<file path="src/rtl/cv32e40p_nmr_voter_monitor.sv">
// N-way redundancy voter with per-channel saturating breakage monitors and event counters.
// Defining FT_RECOVERY_EN adds a probation path that lets a broken channel rejoin the vote.
module cv32e40p_nmr_voter_monitor #(
    parameter int N_CH           = 3,
    parameter int WIDTH          = 32,
    parameter int REG_OUT        = 0,
    parameter int INCREMENT      = 4,
    parameter int DECREMENT      = 1,
    parameter int COUNT_BIT      = 8,
    parameter int THRESHOLD      = 32,
    parameter int EVT_BIT        = 16,
    parameter int RECOVER_CYCLES = 256
) (
    input  logic                    clk,
    input  logic                    rst,
    input  logic                    valid_i,
    input  logic [N_CH*WIDTH-1:0]   to_vote_i,
    input  logic [N_CH-1:0]         set_broken_i,
    input  logic [N_CH-1:0]         clear_broken_i,
    output logic [WIDTH-1:0]        voted_o,
    output logic                    err_detected_o,
    output logic                    err_corrected_o,
    output logic                    err_uncorrectable_o,
    output logic                    all_broken_o,
    output logic [N_CH-1:0]         is_broken_o,
    output logic [EVT_BIT-1:0]      det_cnt_o,
    output logic [EVT_BIT-1:0]      unc_cnt_o
);
    // state        | meaning
    // ST_HEALTHY   | channel votes; error counter tracks disagreements
    // ST_BROKEN    | excluded from the vote; error counter frozen
    // ST_PROBATION | excluded; serving clean cycles before rejoining
    typedef enum logic [1:0] {
        ST_HEALTHY   = 2'd0,
        ST_BROKEN    = 2'd1,
        ST_PROBATION = 2'd2
    } state_e;

    localparam int CW      = $clog2(2*N_CH + 2);
    localparam int CNT_MAX = (1 << COUNT_BIT) - 1;

    state_e                 r_state [N_CH];
    logic [COUNT_BIT-1:0]   r_cnt [N_CH];
    logic [EVT_BIT-1:0]     r_det_cnt;
    logic [EVT_BIT-1:0]     r_unc_cnt;

    logic [WIDTH-1:0]       w_ch [N_CH];
    logic [N_CH-1:0]        w_healthy;
    logic [CW-1:0]          w_hcnt;
    logic [WIDTH-1:0]       w_low_word;
    logic [WIDTH-1:0]       w_voted;
    logic                   w_tie;
    logic [N_CH-1:0]        w_err;
    logic                   w_det;
    logic                   w_cor;
    logic                   w_unc;
    logic                   w_allb;
    logic [COUNT_BIT-1:0]   w_cnt_nxt [N_CH];
    logic [N_CH-1:0]        w_trip;

    // Walk downwards so the lowest-index healthy channel is the last one latched.
    always_comb begin
        w_hcnt     = '0;
        w_low_word = to_vote_i[WIDTH-1:0];
        for (int m = N_CH-1; m >= 0; m--) begin
            w_ch[m]      = to_vote_i[m*WIDTH +: WIDTH];
            w_healthy[m] = (r_state[m] == ST_HEALTHY);
            if (w_healthy[m]) begin
                w_hcnt     = w_hcnt + CW'(1);
                w_low_word = w_ch[m];
            end
        end
    end

    // With no healthy channel the tie branch yields channel 0 without raising a tie.
    always_comb begin
        logic [CW-1:0] w_ones;
        w_ones  = '0;
        w_voted = '0;
        w_tie   = 1'b0;
        for (int b = 0; b < WIDTH; b++) begin
            w_ones = '0;
            for (int m = 0; m < N_CH; m++) begin
                if (w_healthy[m] && w_ch[m][b]) w_ones = w_ones + CW'(1);
            end
            if ((w_ones << 1) > w_hcnt) begin
                w_voted[b] = 1'b1;
            end else if (((w_hcnt - w_ones) << 1) > w_hcnt) begin
                w_voted[b] = 1'b0;
            end else begin
                w_voted[b] = w_low_word[b];
                w_tie      = w_tie | (w_hcnt != '0);
            end
        end
    end

    always_comb begin
        for (int m = 0; m < N_CH; m++) begin
            w_err[m] = valid_i && w_healthy[m] && (w_ch[m] != w_voted);
        end
        w_det  = |w_err;
        w_unc  = valid_i && w_tie;
        w_cor  = w_det && !w_tie;
        w_allb = valid_i && (w_hcnt == '0);
    end

    always_comb begin
        int v_next;
        v_next = 0;
        for (int m = 0; m < N_CH; m++) begin
            v_next = int'(r_cnt[m]);
            if (w_err[m]) begin
                v_next = (v_next + INCREMENT > CNT_MAX) ? CNT_MAX : v_next + INCREMENT;
            end else if (valid_i) begin
                v_next = (v_next < DECREMENT) ? 0 : v_next - DECREMENT;
            end
            w_cnt_nxt[m] = COUNT_BIT'(v_next);
            w_trip[m]    = (v_next >= THRESHOLD);
        end
    end

`ifdef FT_RECOVERY_EN
    localparam int RW = $clog2(RECOVER_CYCLES + 1);
    logic [RW-1:0]   r_rec [N_CH];
    logic [N_CH-1:0] w_match;

    always_comb begin
        for (int m = 0; m < N_CH; m++) begin
            w_match[m] = (w_ch[m] == w_voted);
        end
    end
`endif

    always_ff @(posedge clk) begin
        if (rst) begin
            for (int m = 0; m < N_CH; m++) begin
                r_state[m] <= ST_HEALTHY;
                r_cnt[m]   <= '0;
`ifdef FT_RECOVERY_EN
                r_rec[m]   <= '0;
`endif
            end
            r_det_cnt <= '0;
            r_unc_cnt <= '0;
        end else begin
            for (int m = 0; m < N_CH; m++) begin
                if (set_broken_i[m]) begin
                    r_state[m] <= ST_BROKEN;
`ifdef FT_RECOVERY_EN
                    r_rec[m]   <= '0;
`endif
                end else if (clear_broken_i[m]) begin
                    r_state[m] <= ST_HEALTHY;
                    r_cnt[m]   <= '0;
`ifdef FT_RECOVERY_EN
                    r_rec[m]   <= '0;
`endif
                end else begin
                    case (r_state[m])
                        ST_HEALTHY: begin
                            r_cnt[m] <= w_cnt_nxt[m];
                            if (w_trip[m]) r_state[m] <= ST_BROKEN;
                        end
`ifdef FT_RECOVERY_EN
                        // Recovery run must be unbroken; an idle cycle restarts it.
                        ST_BROKEN: begin
                            if (valid_i && w_match[m]) begin
                                if (int'(r_rec[m]) + 1 >= RECOVER_CYCLES) begin
                                    r_state[m] <= ST_PROBATION;
                                    r_rec[m]   <= '0;
                                end else begin
                                    r_rec[m] <= r_rec[m] + RW'(1);
                                end
                            end else begin
                                r_rec[m] <= '0;
                            end
                        end
                        ST_PROBATION: begin
                            if (valid_i) begin
                                if (!w_match[m]) begin
                                    r_state[m] <= ST_BROKEN;
                                    r_rec[m]   <= '0;
                                end else if (int'(r_rec[m]) + 1 >= RECOVER_CYCLES) begin
                                    r_state[m] <= ST_HEALTHY;
                                    r_cnt[m]   <= COUNT_BIT'(THRESHOLD / 2);
                                    r_rec[m]   <= '0;
                                end else begin
                                    r_rec[m] <= r_rec[m] + RW'(1);
                                end
                            end
                        end
`endif
                        default: ;
                    endcase
                end
            end
            if (w_det && (r_det_cnt != '1)) r_det_cnt <= r_det_cnt + EVT_BIT'(1);
            if (w_unc && (r_unc_cnt != '1)) r_unc_cnt <= r_unc_cnt + EVT_BIT'(1);
        end
    end

    assign is_broken_o = ~w_healthy;
    assign det_cnt_o   = r_det_cnt;
    assign unc_cnt_o   = r_unc_cnt;

    generate
        if (REG_OUT != 0) begin : g_reg_out
            logic [WIDTH-1:0] r_voted;
            logic             r_det;
            logic             r_cor;
            logic             r_unc;
            logic             r_allb;

            always_ff @(posedge clk) begin
                if (rst) begin
                    r_voted <= '0;
                    r_det   <= 1'b0;
                    r_cor   <= 1'b0;
                    r_unc   <= 1'b0;
                    r_allb  <= 1'b0;
                end else begin
                    r_voted <= w_voted;
                    r_det   <= w_det;
                    r_cor   <= w_cor;
                    r_unc   <= w_unc;
                    r_allb  <= w_allb;
                end
            end

            assign voted_o             = r_voted;
            assign err_detected_o      = r_det;
            assign err_corrected_o     = r_cor;
            assign err_uncorrectable_o = r_unc;
            assign all_broken_o        = r_allb;
        end else begin : g_comb_out
            assign voted_o             = w_voted;
            assign err_detected_o      = w_det;
            assign err_corrected_o     = w_cor;
            assign err_uncorrectable_o = w_unc;
            assign all_broken_o        = w_allb;
        end
    endgenerate

endmodule
</file>
<file path="config.mk">
export PLATFORM = sky130hd
export DESIGN_NAME = cv32e40p_nmr_voter_monitor
export DESIGN_NICKNAME = d
export VERILOG_FILES = /design/src/rtl/cv32e40p_nmr_voter_monitor.sv
export SDC_FILE = /design/constraint.sdc
export NUM_CORES = 1
export LEC_CHECK = 0
export BUFFER_PORTS_ARGS = -buffer_cell sky130_fd_sc_hd__clkbuf_2
export CAP_MARGIN = 10
export CORE_ASPECT_RATIO = 0.6
export CORE_UTILIZATION = 50
export CTS_CLUSTER_DIAMETER = 120
export CTS_CLUSTER_SIZE = 10
export DETAILED_ROUTE_END_ITERATION = 6
export GPL_TIMING_DRIVEN = 0
export PLACE_DENSITY_LB_ADDON = 0.25
export SLEW_MARGIN = 20
export SYNTH_ARGS = -nofsm -noshare
export SYNTH_HDL_FRONTEND = slang
export SYNTH_SLANG_ARGS = --single-unit
export TNS_END_PERCENT = 50
</file>
<file path="constraint.sdc">
create_clock -name clk -period 9.6 [get_ports clk]
set_input_delay 2.4 -clock clk [delete_from_list [all_inputs] [get_ports clk]]
set_output_delay 2.4 -clock clk [all_outputs]
set_load 0.005 [all_outputs]
</file>
==> out/results.tsv <==
stage	metric	value	unit
outcome	status	completed	
critical_path	crit-path cells	inv_2 > buf_2 > ha_1 > xor2_4 > buf_2 > buf_2 > buf_12 > ha_1 > xnor2_1 > xnor2_1 > ha_1 > a21oi_1 > a31oi_1 > o32ai_2 > xor2_1 > nor4_1 > nand4_1 > o211ai_4 > buf_2 > and2_1 > a21oi_1 > clkbuf_2	
placed_design	Final HPWL DP	35800	um
timing	Final Max Slew Viols	0	
finish	fillcell total	2157	
routing	Met2 Wirelength	17500	um
power	Pwr Density	239	nW/um^2
timing	setup violators final	0	
timing	Hold Fails Final Rpt	0	
global_routing	GRT Overall Usage	36.1	%
timing	final period utilization	97.9	%
routing	Pre-Repair DR Iteration Count	6	
finish	multi-input logic area	9920	um^2
global_routing	pin count of the biggest net entering global routing	52	
worst_hold_path	hold endpoint	det_cnt_o[8]$_SDFFE_PP0P_	
critical_path	Critical Path AT	7.00	ns
clock_network	root buf cell	clkbuf_16	
synth	Post-Syn Nets	1848	
routing	WL per Instance	22.5	um
routing	Vias	12800	
clock_network	clock buffer depth	2	
clock_network	clock sink count	59	
routing	metal3 WL	6660	um
critical_path	CP max stage delay	0.51	ns
synth	Avg Synthesized Cell Area	8.00	um^2
critical_path	critical path type	flop to output port	
finish	sequential cell area	1450	um^2
floorplanning	Starting Density	51.6	%
synth	synthesized area	12000	um^2
critical_path	worst path required time	7.20	ns
synth	Netlist cell types	56	
critical_path	reg2reg path depth	21	
critical_path	most used cell, CP	buf_2	
critical_path	Worst Path Max Fanout	41	
critical_path	crit end category	output port	
global_routing	vias in the first global route	11400	
timing	maximum clock rate	0.106	GHz
global_routing	gr ovfl total	0	
clock_network	H-tree depth	3	
worst_hold_path	HP Start	det_cnt_o[8]$_SDFFE_PP0P_	
synth	dominant cells by area after synthesis	ha_1 (25%), xnor2_1 (9.9%), edfxtp_1 (6.7%)	
critical_path	worst flop-to-flop path endpoint	unc_cnt_o[5]$_SDFFE_PP0P_	
critical_path	Slowest cell on crit path	nor4_1	
run	max_cap viols	0	
synth	Synth Instances	1506	
global_routing	first-pass GRT wire length	67600	um
synth	sequential share of the synthesized area	12.0	%
synth	top-area cell type share of the netlist area	24.6	%
synth	fraction of registers with async set/reset	0	%
global_routing	initial antenna violation count	1	
power	VDD IR max	123	uV
placed_design	Placement Setup Slack	-0.276	ns
timing	Clock Skews	0.00366	ns
critical_path	reg-to-reg slack, setup	2.31	ns
critical_path	Worst R2R Start	r_state[2]$_DFFE_PP_	
placed_design	I/O Buffers	173	
floorplanning	I/O pin cnt	176	
routing	DRC viols	0	
routing	routed wire length	45500	um
placed_design	DP Area	13400	um^2
synth	leading area contributor after synthesis	ha_1	
critical_path	CP Buf/Inv Count	7	
synth	Post-synth EDFFs	27	
timing	crit path time final	9.40	ns
clock_network	TritonCTS clock tree	yes	
synth	Synth Flop Type	dfxtp_1	
worst_hold_path	min-delay worst type	flop to flop	
routing	Highest Signal Layer	met4	
timing	RSZ-0062 raised after global routing	no	
finish	Design Area, Final	13800	um^2
routing	DRT met1 WL	20600	um
floorplanning	Die ar.	24700	um^2
floorplanning	die height	122	um
power	Leak	6.07	nW
timing	setup slack after layout	0.199	ns
finish	Syn-to-layout area delta	14.3	%
clock_network	total CTS buffers	9	
routing	Initial DRC Count	1708	
clock_network	Clock transition at path regs	0.05	ns
routing	post-route antenna net violation count	0	
placed_design	gpl congestion	1.03	
synth	Syn. warnings	0	
critical_path	cell family with most CP delay	buffers and inverters	
critical_path	Setup crit start kind	flop	
finish	fin nets	2037	
floorplanning	row count	43	
floorplanning	core box area	23300	um^2
floorplanning	die width	202	um
routing	via density per instance	6.34	
synth	post-synthesis register bit count	59	
worst_hold_path	Min-Delay Path Depth	2	
timing	Worst Tran Pin Value	1.19	ns
timing	max_slew headroom	20.3	%
finish	share of layout cells above drive strength 1	15.8	%
clock_network	clk_lat worst skew	0.33	ns
-- cells in the mapped netlist, types with 5 or more instances --
library cell	instances
a211oi_1	8
a21oi_1	94
a31oi_1	70
and2_1	7
and3_1	42
buf_1	8
buf_2	7
buf_4	6
clkbuf_1	44
dfxtp_1	32
edfxtp_1	27
ha_1	237
inv_1	119
mux2i_1	11
nand2_1	139
nand2b_1	7
nand3_1	29
nand4_1	17
nor2_1	61
nor2b_1	37
nor3_1	28
nor4_1	26
o21ai_0	54
o21ai_1	10
o22ai_1	48
o31ai_1	6
o32ai_1	32
o32ai_2	19
o32ai_4	13
or3_1	21
or4_1	5
xnor2_1	136
xor2_1	70
-- worst register-to-register path, stage by stage, from the launching register on --
cell and delay, ns:
edfxtp_1 0.50, inv_2 0.36, buf_2 0.39, ha_1 0.38, xor2_4 0.35, buf_2 0.37
buf_2 0.38, buf_12 0.35, ha_1 0.23, xnor2_1 0.15, xnor2_1 0.18, ha_1 0.28
a31oi_1 0.42, o22ai_1 0.34, nor4_1 0.82, a41oi_1 0.52, o211a_1 0.34, nand4_1 0.15
clkbuf_1 0.34, nor2_1 0.11, xnor2_1 0.15, nor2_1 0.05
-- area by class of cell --
type | count | share of cell area [%]
Inverter | 122 | 3.34
Clock inverter | 4 | 0.155
Timing Repair Buffer | 179 | 6.85
Tap cell | 315 | 2.86
Antenna cell | 1 | 0.0182
Multi-Input combinational cell | 1259 | 72.0
Sequential cell | 59 | 10.5
Clock buffer | 12 | 1.94
Buffer | 65 | 2.24
-- per-stage QoR --
step                      setup TNS [ns]  total power [mW]  hold slack [ns]  util, %  cells
after floorplan                        0              2.00            0.477        -   1506
after global placement             -4.78              2.74            0.480     57.0   1994
after detailed placement          -0.513              2.82            0.486     57.3   1996
after CTS                              0              3.15            0.495     58.6   2012
after global routing                   0              3.48            0.522     58.9   2015
final                                  0              3.29            0.498     59.0   2016
-- logic make-up after synthesis --
family	share of synthesized area (%)
simple gates	17.4
compound gates	23.1
fa+ha+maj	24.6
xor+xnor	15.1
buf+inv	6.18
flops	12.0
mux	1.57
-- sequential cells by signal, summed over array words and instances (netlist names) --
register and cells:
det_cnt_o 16, r_cnt 24, r_state 3, unc_cnt_o 16
-- power breakdown --
part	switching (mW)	internal, mW	leakage, nW
registers	0.0147	0.277	0.551
clock network	0.115	0.196	0.148
logic	1.69	1.00	5.37
total	1.82	1.48	6.07
-- worst max-delay path by stage --
stage                                         from              end  slack (ns)  cells after the start
after floorplan           r_state[1]$_SDFFCE_PP0P_  err_corrected_o        1.45                     20
after global placement    r_state[1]$_SDFFCE_PP0P_  err_corrected_o       -1.86                     21
after detailed placement  r_state[1]$_SDFFCE_PP0P_  err_corrected_o       -0.28                     21
after CTS                 r_state[1]$_SDFFCE_PP0P_  err_corrected_o        0.01                     22
after global routing      r_state[1]$_SDFFCE_PP0P_  err_corrected_o        0.08                     22
final                         r_state[2]$_DFFE_PP_  err_corrected_o        0.20                     22
-- cells in the final DEF (no fill, tap or decap), types with 5 or more instances in the layout --
master     count
dfxtp_1       32
buf_2          9
or3_1         21
buf_1          6
clkbuf_2     178
nand2_1      138
o32ai_1       32
clkbuf_16     10
clkbuf_1      38
xnor2_1      136
nand4_1       17
and2_1         7
ha_1         237
inv_1        118
nor2b_1       37
nor4_1        23
nor2_1        61
xor2_1        70
buf_4         10
o32ai_4       14
o21ai_1       10
nand3_1       29
nand2b_1       7
o32ai_2       18
a31oi_1       70
edfxtp_1      27
mux2i_1       11
o22ai_1       48
a21oi_1       94
or4_1          5
o31ai_1        6
o21ai_0       54
a211oi_1       8
and3_1        42
nor3_1        28
-- routing by layer --
metal,GRT usage (%),vias to the layer above
met1,53.7,6019
met5,0,-
met3,12.9,66
met2,49.3,777
met4,6.02,0
li1,-,5910
-- repair_timing --
action	4_1_cts	5_1_grt
resized for setup	4	17
hold buffers	0	0
setup buffers	0	4
pin swaps	0	1
endpoints found under the hold margin	0	0
setup endpoints to repair	2	2
Power figures use the tool's default switching activity.
